**config.mk**
```make
export PLATFORM = sky130hd
export DESIGN_NAME = uart_byte_tx
export DESIGN_NICKNAME = d
export VERILOG_FILES = /design/src/rtl/uart_byte_tx.sv
export SDC_FILE = /design/constraint.sdc
export NUM_CORES = 1
export LEC_CHECK = 0
export ABC_AREA = 1
export CAP_MARGIN = 5
export CELL_PAD_IN_SITES_DETAIL_PLACEMENT = 2
export CELL_PAD_IN_SITES_GLOBAL_PLACEMENT = 2
export CORE_ASPECT_RATIO = 0.5
export CORE_MARGIN = 1.5
export CORE_UTILIZATION = 35
export DETAILED_ROUTE_END_ITERATION = 10
export GPL_TIMING_DRIVEN = 0
export MAX_ROUTING_LAYER = met4
export PLACE_DENSITY = 0.81
export SLEW_MARGIN = 20
export SYNTH_ARGS = -nofsm -noshare
export SYNTH_HDL_FRONTEND = slang
export SYNTH_SLANG_ARGS = --single-unit
```
**constraint.sdc**
```tcl
create_clock -name sys_clk -period 3.6 [get_ports sys_clk]
set_input_delay 0.36 -clock sys_clk [delete_from_list [all_inputs] [get_ports sys_clk]]
set_output_delay 0.36 -clock sys_clk [all_outputs]
set_load 0.02 [all_outputs]
```
**src/rtl/uart_byte_tx.sv**
```systemverilog
// UART byte transmitter: 8N1/8E1/8O1 framing, LSB first, with a one-deep holding register.
// A strobe that arrives during a frame is parked and sent back-to-back. A strobe that finds the hold full is dropped.
module uart_byte_tx #(
  parameter int CLK_FREQ  = 50_000_000,
  parameter int BAUD_RATE = 115200,
  parameter int PARITY    = 0,
  parameter int STOP_BITS = 1
) (
  input  logic       sys_clk,
  input  logic       sys_rst_n,
  input  logic       enable,
  input  logic [7:0] din,
  output logic       tx,
  output logic       busy,
  output logic       overflow
);

  localparam int BAUD_DIV = CLK_FREQ / BAUD_RATE;
  localparam int CNT_W    = $clog2(BAUD_DIV);
  localparam logic [CNT_W-1:0] BAUD_LAST = CNT_W'(BAUD_DIV - 1);
  localparam logic [2:0]       STOP_LAST = 3'(STOP_BITS - 1);

  typedef enum logic [2:0] {IDLE, START, DATA, PARITY_BIT, STOP} state_t;

  state_t           state, state_next;
  logic [CNT_W-1:0] baud_cnt, baud_next;
  logic [2:0]       bit_cnt, bit_next;
  logic [7:0]       shifter, shift_next;
  logic [7:0]       frame_data, data_next;
  logic [7:0]       hold_data, hold_next;
  logic             hold_valid, hold_valid_next;
  logic             tx_next, busy_next, ovf_next;
  logic             bit_end, frame_end;

  assign bit_end   = (baud_cnt == BAUD_LAST);
  assign frame_end = (state == STOP) && bit_end && (bit_cnt == STOP_LAST);

  always_ff @(posedge sys_clk or negedge sys_rst_n) begin
    if (!sys_rst_n) begin
      state      <= IDLE;
      baud_cnt   <= '0;
      bit_cnt    <= '0;
      shifter    <= '0;
      frame_data <= '0;
      hold_data  <= '0;
      hold_valid <= 1'b0;
      tx         <= 1'b1;
      busy       <= 1'b0;
      overflow   <= 1'b0;
    end else begin
      state      <= state_next;
      baud_cnt   <= baud_next;
      bit_cnt    <= bit_next;
      shifter    <= shift_next;
      frame_data <= data_next;
      hold_data  <= hold_next;
      hold_valid <= hold_valid_next;
      tx         <= tx_next;
      busy       <= busy_next;
      overflow   <= ovf_next;
    end
  end

  always_comb begin
    state_next      = state;
    baud_next       = baud_cnt;
    bit_next        = bit_cnt;
    shift_next      = shifter;
    data_next       = frame_data;
    hold_next       = hold_data;
    hold_valid_next = hold_valid;
    ovf_next        = 1'b0;
    tx_next         = 1'b1;
    busy_next       = 1'b0;

    if (state != IDLE) begin
      baud_next = bit_end ? '0 : baud_cnt + CNT_W'(1);
    end

    case (state)
      IDLE: begin
        if (enable) begin
          shift_next = din;
          data_next  = din;
          state_next = START;
          baud_next  = '0;
          bit_next   = '0;
        end
      end
      START: begin
        if (bit_end) begin
          state_next = DATA;
          bit_next   = '0;
        end
      end
      DATA: begin
        if (bit_end) begin
          shift_next = {1'b0, shifter[7:1]};
          if (bit_cnt == 3'd7) begin
            state_next = (PARITY != 0) ? PARITY_BIT : STOP;
            bit_next   = '0;
          end else begin
            bit_next = bit_cnt + 3'd1;
          end
        end
      end
      PARITY_BIT: begin
        if (bit_end) begin
          state_next = STOP;
          bit_next   = '0;
        end
      end
      STOP: begin
        if (bit_end) begin
          bit_next = bit_cnt + 3'd1;
        end
      end
      default: state_next = IDLE;
    endcase

    // The end-of-frame clock reloads from the hold (or din) so the next start bit follows with no gap.
    if (frame_end) begin
      bit_next = '0;
      if (hold_valid) begin
        shift_next = hold_data;
        data_next  = hold_data;
        state_next = START;
        if (enable) begin
          hold_next = din;
        end else begin
          hold_valid_next = 1'b0;
        end
      end else if (enable) begin
        shift_next = din;
        data_next  = din;
        state_next = START;
      end else begin
        state_next = IDLE;
      end
    end else if (state != IDLE && enable) begin
      if (hold_valid) begin
        ovf_next = 1'b1;
      end else begin
        hold_next       = din;
        hold_valid_next = 1'b1;
      end
    end

    case (state_next)
      START:      tx_next = 1'b0;
      DATA:       tx_next = shift_next[0];
      PARITY_BIT: tx_next = (PARITY == 1) ? ~^data_next : ^data_next;
      default:    tx_next = 1'b1;
    endcase
    busy_next = (state_next != IDLE) | hold_valid_next;
  end

endmodule

```
==> results of run 1 <==
## kinds of logic (layout without fill, tap and decap cells)
| family | after synthesis | count (layout) | share of synthesized area, % |
|---|---|---|---|
| simple gates | 259 | 259 | 38.5 |
| buf+inv | 71 | 93 | 10.2 |
| compound gates | 64 | 64 | 12.3 |
| flops | 43 | 43 | 34.8 |
| fa+ha+maj | 5 | 5 | 2.02 |
| xor+xnor | 4 | 4 | 1.13 |
| mux | 3 | 3 | 1.09 |
## power by group through the flow
stage	logic, mW	clock network, mW	registers (mW)
floorplan	0.0184	0	0.495
global placement	0.0508	0	0.494
detailed placement	0.0546	0	0.494
CTS	0.0548	0.514	0.485
global route	0.0600	0.533	0.485
finish	0.0539	0.503	0.485
## area by class of cell
class,count,area [um^2],area share (%)
buffer,13,98.8,2.78
clock buffer,7,153,4.30
clock inverter,1,7.51,0.211
inverter,58,218,6.13
multi-input combinational,335,1700,48.0
sequential,43,1080,30.3
tap,117,146,4.12
timing repair buffer,14,145,4.09
## metal layers
| layer | vias up | track usage [%] |
|---|---|---|
| met5 | - | - |
| met4 | 0 | 3.55 |
| met3 | 5 | 3.51 |
| met2 | 27 | 39.1 |
| met1 | 1500 | 34.1 |
| li1 | 1479 | - |
## critical path: cells and delay by family (launching register included)
| kind | cells | cell delay (ps) |
|---|---|---|
| fa+ha+maj | 1 | 160 |
| simple gates | 13 | 1620 |
| flops | 1 | 380 |
| buf+inv | 2 | 160 |
## state kept, by name, summed over array words and instances (netlist names)
name	flops
baud_cnt	9
frame_data	8
hold_data	8
shifter	8
bit_cnt	3
state	3
busy	1
hold_valid	1
overflow	1
tx	1
## stage by stage
stage / utilization [%] / worst slack, ps
global route: 41.0 / 969
detailed placement: 39.2 / 1070
global placement: 39.0 / 791
floorplan: - / 1750
finish: 41.0 / 1230
CTS: 41.0 / 1240
## cell usage in the layout (no fill, tap or decap), types with 8 or more instances in the layout
master,synthesis,routed
nand2_1,172,172
inv_1,51,51
dfrtp_1,42,42
nand3_1,30,30
nor2_1,21,21
o21ai_0,21,21
a21oi_1,19,19
clkdlybuf4s50_1,0,12
nand2_2,8,8
buf_2,7,8
## final timing paths
kind | start | end | cells after the start
max | baud_cnt[1] | tx | 16
min in group sys_clk | hold_data[0] | hold_data[0] | 2
min reg2reg | hold_data[0] | hold_data[0] | 2
max in group asynchronous | sys_rst_n | tx | 2
min | sys_rst_n | baud_cnt[2] | 1
max reg2reg | baud_cnt[1] | tx | 16
==> metrics.txt, run 1 <==
run status finished, violations left; failing checks negative hold slack; WL met2 approximately 4900 um; hold buffer count at CTS 0; Yosys top cell by area dfrtp_1; measured slew at the worst slew-check pin about 600 ps; Final ANT Viol Nets 0; Worst Setup End Kind flop; combinational share of power under 10%; Psw roughly 0.24 mW; Placeable Area 8650 um^2; root buffer cell clkbuf_16; Final min period 2370 ps; Pleak approximately 1.9 nW; H-tree levels 2; crit-path most repeated cell nand2_1; remaining global-route overflow 0; share of cells above drive strength 1 around an eighth; critical setup path kind reg2reg; Netlist cell types 38; Initial Util a little over a third; Max Clk Rate 422 MHz; vias roughly 3,000; Clk Latency, worst-skew pair 290 ps; PortBufs 13; tightest slew margin relative to the limit about three fifths; Clk network pwr share between 40 and 50%; Clock Sinks 43; gr usage total 24.6%; most frequent cell after synthesis nand2_1; Final Skew around 9.3 ps; crit-path max cell delay around 400 ps; top cells by area, synth dfrtp_1 (34%), nand2_1 (21%), inv_1 (6.2%); FILL cells 1,057; EDFF count, synth 0; Cell Area, Synth approximately 3100 um^2; P_int 0.798 mW; post-synthesis register bit count 43; GP Congestion approximately 0.78; Seq/Total Area, Yosys between 30% and 40%; Final setup viols 0; wire length per cell between 15 and 20 um; DIE AREA around 9500 um^2; DR DRC count 0; non-filler instance count after layout 588; share of async-settable or async-resettable flops after synthesis 100%; final WL 10,600 um; drt pass-1 iters 4; CP Data Arrival Time 2600 ps; Min Hold Slack -16.4 ps; Worst setup SP type flop; Die Wd ~140 um; Most used DFF post-synth dfrtp_1; Sw Ratio roughly a quarter; Critical Path, Cell by Cell inv_1, ha_1, nand2_1, nor2_1, nand2_2, nor2_1, nand3_1, nand2_1, nand2_1, nand2_1, inv_1, nand2_1, nand2_1, nand2_1, nand3_1, nand2_1; Area growth, synth to finish 14.6%; deepest clock path buffer count 2; total power between 1 and 1.5 mW; Top Layer Used met4; Max FO, Critical Path 4; RSZ-0062 raised after global routing no; DR iter-0 viols 101; met1 WL 5320 um; vias in the first global route about 3,200; yosys warns 0; slowest CP cell nor2_1; Num CTS Buffers 5; Mapped Cells about 450; worst hold path class in2async; most frequent cells after synthesis nand2_1 (172), inv_1 (51), dfrtp_1 (42); fraction of power consumed by sequential logic between 40% and 50%; largest net degree at the start of global routing 29; Avg Cell Area, Syn about 6.9 um^2; PostCTS Resize Cnt 0; CTS tree yes; ant diodes 0; initial antenna violation count 0; Clk pin slew, worst setup/hold paths roughly 70 ps; via density per instance about 5; Synthesized Nets around 470; met3 routed WL 288 um; post-route cell area ~3500 um^2; Post-CTS Setup Bufs 0; total negative slack 0 ps; final hold vios 15; Period Utilization, post-route between 60% and 70%; row cnt 24; detailed-placement wirelength estimate 8310 um; Top Ports 14; Yosys top cell area share 33.9%; Max-Cap Viols 0; first-pass GRT wire length between 15,000 and 20,000 um; worst vdd ir 0.169 mV; PwrDens 294 nW/um^2; reg2reg setup slack 1230 ps; Die H 69.5 um; placed cell area around 3400 um^2; NumNets Final 486; Max Transition Viols Final 0; DP Cell Count 580; Worst Path Required between 3000 and 4000 ps
No activity file was read; power rests on OpenSTA's default activity.
==> inputs of run 2 (changes only) <==
==> constraint.sdc (replaced) <==
create_clock -name sys_clk -period 2.43 [get_ports sys_clk]
set_input_delay 0.243 -clock sys_clk [delete_from_list [all_inputs] [get_ports sys_clk]]
set_output_delay 0.243 -clock sys_clk [all_outputs]
set_load 0.02 [all_outputs]
==> metrics.txt, run 2 (synthesis gave the netlist of run 1 again) <==
run status finished clean (was finished, violations left); H-tree levels 2 (unchanged); Clk pin slew, worst setup/hold paths 70 ps (about the same); crit-path max cell delay 390 ps (was 400 ps); via density per instance 5.13 (was 5.12); final hold vios 0 (was 15); slowest CP cell dfrtp_1 (was nor2_1); drt pass-1 iters 4 (unchanged); Max Transition Viols Final 0 (unchanged); placed cell area 3390 um^2 (unchanged); tightest slew margin relative to the limit 59.3% (about the same); root buffer cell clkbuf_16 (unchanged); Pleak 1.87 nW (was 1.86 nW); Placeable Area 8650 um^2 (unchanged); NumNets Final 488 (was 486); Final setup viols 0 (unchanged); Buf/Inv on CP 3 (was 2); CP Data Arrival Time 2360 ps (was 2600 ps); Critical Path Stages 11 (was 16); Initial Util 35.8% (unchanged); vias in the first global route 3,230 (unchanged); first-pass GRT wire length 17,200 um (unchanged); Area growth, synth to finish 15.8% (was 14.6%); DR DRC count 0 (unchanged); DIE AREA 9460 um^2 (unchanged); FILL cells 1,051 (was 1,057); wire length per cell 17.9 um (was 18.0 um); DR iter-0 viols 93 (was 101); commonest non-fill, non-tap cell in the layout nand2_1 (unchanged); total negative slack 0 ps (unchanged); Top reg by flops baud_cnt (unchanged); largest net degree at the start of global routing 29 (unchanged); Clock Sinks 43 (unchanged); Die Wd 136 um (unchanged); Worst Path Required 2600 ps (was 3830 ps); Min Hold Slack 406 ps (was -16.4 ps); CTS tree yes (unchanged); PortBufs 13 (unchanged); Die H 69.5 um (unchanged); post-route cell area 3590 um^2 (was 3550 um^2); initial antenna violation count 0 (unchanged); Final ANT Viol Nets 0 (unchanged); Num CTS Buffers 5 (unchanged); Critical Path, Cell by Cell inv_1, ha_1, nand2_1, inv_2, nand2_2, nor2_8, o21ai_1, nand2_1, inv_2, o21ai_2, mux2_1 (was inv_1, ha_1, nand2_1, nor2_1, nand2_2, nor2_1, nand3_1, nand2_1, nand2_1, nand2_1, inv_1, nand2_1, nand2_1, nand2_1, nand3_1, nand2_1); Clk Latency, worst-skew pair 290 ps (about the same); worst vdd ir 0.248 mV (was 0.169 mV); gr usage total 24.6% (unchanged); Max-Cap Viols 0 (unchanged); worst hold path class in2async (unchanged); Max FO, Critical Path 8 (was 4); Worst setup SP type flop (unchanged); total power 1.54 mW (was 1.04 mW); Worst Setup End Kind flop (unchanged); commonest non-fill, non-tap cells in the layout nand2_1 (172), inv_1 (49), dfrtp_1 (42) (was nand2_1 (172), inv_1 (51), dfrtp_1 (42)); non-filler instance count after layout 590 (was 588); CP top delay family simple AND/OR/NAND/NOR gates (unchanged); GP Congestion 0.778 (unchanged); RSZ-0062 raised after global routing no (unchanged); Worst Reg2Reg Path Length in Cells 11 (was 16); DP Cell Count 580 (unchanged); row cnt 24 (unchanged); detailed-placement wirelength estimate 8310 um (unchanged); share of cells above drive strength 1 14.0% (was 12.7%); Final min period 2190 ps (was 2370 ps); Period Utilization, post-route 90.3% (was 65.8%); Max Clk Rate 456 MHz (was 422 MHz); vias 3,027 (was 3,011); measured slew at the worst slew-check pin 604 ps (about the same); deepest clock path buffer count 2 (unchanged); pre-CTS setup slack 21.7 ps (was 1070 ps); PwrDens 430 nW/um^2 (was 294 nW/um^2); ant diodes 0 (unchanged); final WL 10,600 um (about the same); Final WS setup 237 ps (was 1230 ps); critical setup path kind reg2reg (unchanged); Top Ports 14 (unchanged); max reg flops 9 (unchanged); fin util 41.5% (was 41.0%); Final Skew 9.22 ps (was 9.30 ps); remaining global-route overflow 0 (unchanged)
run 2: cell types whose count changed in the layout (fill, tap and decap cells not counted), sizes merged:
cell | before | now
buf | 15 | 16
dlygate4sd3 | 0 | 1
run 2: cell type report:
type                       instances  area [um^2]  area share [%]
inverter                          58          218            6.07
clock inverter                     1         7.51           0.209
clock buffer                       7          153            4.25
sequential                        43         1080            30.0
multi-input combinational        335         1720            47.8
tap                              117          146            4.08
buffer                            13          108            3.00
timing repair buffer              16          163            4.53
run 2: routing by layer:
metal	global-route usage (%)	up-vias	share of wire [%]
li1	-	1484	-
met1	34.1	1507	50
met2	39.1	31	47
met3	3.51	5	2.4
met4	3.55	0	0.50
met5	-	-	0
run 2: worst reg2reg max path, cell delays in order, from the launching register on:
cell     delay [ps]
dfrtp_1         390
inv_1           110
ha_1            160
nand2_1         160
inv_2           190
nand2_2         120
nor2_8          190
o21ai_1         100
nand2_1         150
inv_2            70
o21ai_2         100
mux2_1          340
run 2: final timing paths:
path,endpoint,start,slack [ps]
min in group sys_clk,hold_data[0],hold_data[0],490
hold / removal,baud_cnt[2],sys_rst_n,410
hold reg to reg,hold_data[0],hold_data[0],490
setup reg to reg,hold_data[1],bit_cnt[0],240
setup / recovery,hold_data[1],bit_cnt[0],240
max in group asynchronous,tx,sys_rst_n,1460
run 2: timing repair:
item,4_1_cts,5_1_grt
hold endpoints to repair,15,0
buffers inserted,0,1
gates resized for setup,0,7
endpoints found under the setup margin,0,8
hold buffers,1,0
run 2: report_power, final:
| part | internal, mW | switching (mW) | leakage [nW] | total, mW |
|---|---|---|---|---|
| Sequential | 0.717 | 0.00141 | 0.520 | 0.719 |
| Clock | 0.438 | 0.305 | 0.0761 | 0.743 |
| Combinational | 0.0287 | 0.0523 | 1.27 | 0.0810 |
| Total | 1.18 | 0.359 | 1.87 | 1.54 |
==> inputs of run 3 (changes only) <==
--- a/config.mk
+++ b/config.mk
@@ -9,7 +9,6 @@
 export CAP_MARGIN = 5
 export CELL_PAD_IN_SITES_DETAIL_PLACEMENT = 2
 export CELL_PAD_IN_SITES_GLOBAL_PLACEMENT = 2
-export CORE_ASPECT_RATIO = 0.5
 export CORE_MARGIN = 1.5
 export CORE_UTILIZATION = 35
 export DETAILED_ROUTE_END_ITERATION = 10
==> metrics.txt, run 3 (synthesis gave the netlist of run 1 again) <==
run status finished clean (unchanged); Worst Reg2Reg Path Length in Cells 11 (unchanged); wire length per cell 18.1 um (was 17.9 um); drt pass-1 iters 4 (unchanged); Final ANT Viol Nets 0 (unchanged); met3 routed WL 199 um (was 259 um); WL met2 5410 um (was 4940 um); H-tree levels 2 (unchanged); largest net degree at the start of global routing 27 (was 29); row cnt 34 (was 24); Worst Setup End Kind flop (unchanged); vias in the first global route 3,508 (was 3,230); DP Cell Count 571 (was 580); Pleak 1.83 nW (was 1.87 nW); Clk Latency, worst-skew pair 310 ps (was 290 ps); non-filler instance count after layout 580 (was 590); measured slew at the worst slew-check pin 603 ps (was 604 ps); Final Skew 8.51 ps (was 9.22 ps); share of cells above drive strength 1 13.1% (was 14.0%); Final min period 2220 ps (was 2190 ps); Max-Cap Viols 0 (unchanged); max reg flops 9 (unchanged); total negative slack 0 ps (unchanged); CP Data Arrival Time 2410 ps (was 2360 ps); CTS tree yes (unchanged); first-pass GRT wire length 18,300 um (was 17,200 um); root buffer cell clkbuf_8 (was clkbuf_16); Top Layer Used met4 (unchanged); r2r startpoint baud_cnt[1] (was bit_cnt[0]); Die Wd 97.1 um (was 136 um); GP Congestion 0.843 (was 0.778); Area growth, synth to finish 12.4% (was 15.8%); detailed-placement wirelength estimate 8450 um (was 8310 um); met1 WL 4690 um (was 5330 um); Max Transition Viols Final 0 (unchanged); final hold vios 0 (unchanged); remaining global-route overflow 0 (unchanged); RSZ-0062 raised after global routing no (unchanged); PortBufs 13 (unchanged); Num CTS Buffers 5 (unchanged); commonest non-fill, non-tap cell in the layout nand2_1 (unchanged); Placeable Area 8640 um^2 (was 8650 um^2); tightest slew margin relative to the limit 59.7% (was 59.3%); final WL 10,500 um (was 10,600 um); Top reg by flops baud_cnt (unchanged); commonest non-fill, non-tap cells in the layout nand2_1 (172), inv_1 (50), dfrtp_1 (42) (was nand2_1 (172), inv_1 (49), dfrtp_1 (42)); NumNets Final 487 (was 488); Top Ports 14 (unchanged); via density per instance 5.22 (was 5.13); Clock Sinks 43 (unchanged); DR iter-0 viols 92 (was 93); DR DRC count 0 (unchanged); ant diodes 0 (unchanged); vias 3,029 (was 3,027); DIE AREA 9420 um^2 (was 9460 um^2); worst vdd ir 0.169 mV (was 0.248 mV); critical setup path kind reg2reg (unchanged); gr usage total 25.1% (was 24.6%); Post-CTS Setup Bufs 0 (unchanged); Worst Path Required 2620 ps (was 2600 ps); worst hold path class in2async (unchanged); initial antenna violation count 0 (unchanged); reg2reg setup slack 210 ps (was 240 ps); Clk pin slew, worst setup/hold paths 90 ps (was 70 ps); Max FO, Critical Path 8 (unchanged); reg-to-reg critical path endpoint hold_data[6] (was hold_data[1]); Max Clk Rate 451 MHz (was 456 MHz); Worst setup SP type flop (unchanged); Period Utilization, post-route 91.3% (was 90.3%); deepest clock path buffer count 2 (unchanged); Die H 97.1 um (was 69.5 um); Final setup viols 0 (unchanged); Initial Util 35.9% (was 35.8%); PwrDens 367 nW/um^2 (was 430 nW/um^2)
## run 3: repair_timing
item,4_1_cts,5_1_grt
hold buffers,1,0
resized for setup,0,3
setup endpoints to repair,0,4
endpoints found under the hold margin,16,0
## run 3: through the flow
| step | setup slack, ps | total power, mW | instance area [um^2] | utilization, % | hold slack (ps) |
|---|---|---|---|---|---|
| floorplan | 580 | 0.760 | 3100 | - | -52.6 |
| global placement | -279 | 0.808 | 3360 | 38.9 | 469 |
| detailed placement | 84.7 | 0.814 | 3380 | 39.1 | 227 |
| CTS | 154 | 1.31 | 3470 | 40.2 | 425 |
| global route | 32.4 | 1.33 | 3480 | 40.3 | 479 |
| finish | 212 | 1.28 | 3480 | 40.3 | 437 |
## run 3: power by group
group,switching [mW],total [mW],internal (mW)
logic,0.0528,0.0815,0.0287
clock network,0.278,0.480,0.202
registers,0.00100,0.718,0.717
total,0.332,1.28,0.947
## run 3: how the worst max path moves through the flow
| stage | startpoint | end | slack, ps |
|---|---|---|---|
| after floorplan | bit_cnt[0] | hold_data[1] | 580 |
| after global placement | sys_rst_n | frame_data[6] | -280 |
| after detailed placement | enable | bit_cnt[0] | 80 |
| after CTS | bit_cnt[0] | hold_data[6] | 150 |
| after global routing | baud_cnt[1] | shifter[5] | 30 |
| final | baud_cnt[1] | hold_data[6] | 210 |
## run 3: cell type report
class | count | area [um^2]
Tap cell | 108 | 135
Multi-Input combinational cell | 335 | 1710
Sequential cell | 43 | 1080
Inverter | 58 | 218
Fill cell | 1058 | 5150
Timing Repair Buffer | 15 | 155
Buffer | 13 | 98.8
Clock inverter | 2 | 12.5
Clock buffer | 6 | 72.6
## run 3: critical path, stage by stage (launching register included)
cell	delay [ps]
dfrtp_1	400
inv_1	120
ha_1	190
nand2_1	80
nor2_1	130
nand2_2	150
nor2_8	220
o21ai_1	90
nand2_1	160
inv_2	70
o21ai_2	120
mux2_1	370
## run 3: per-layer routing
layer | vias to the layer above | global-route usage, %
li1 | 1485 | -
met1 | 1498 | 30.5
met2 | 32 | 44.3
met3 | 14 | 2.81
met4 | 0 | 6.24
met5 | - | -
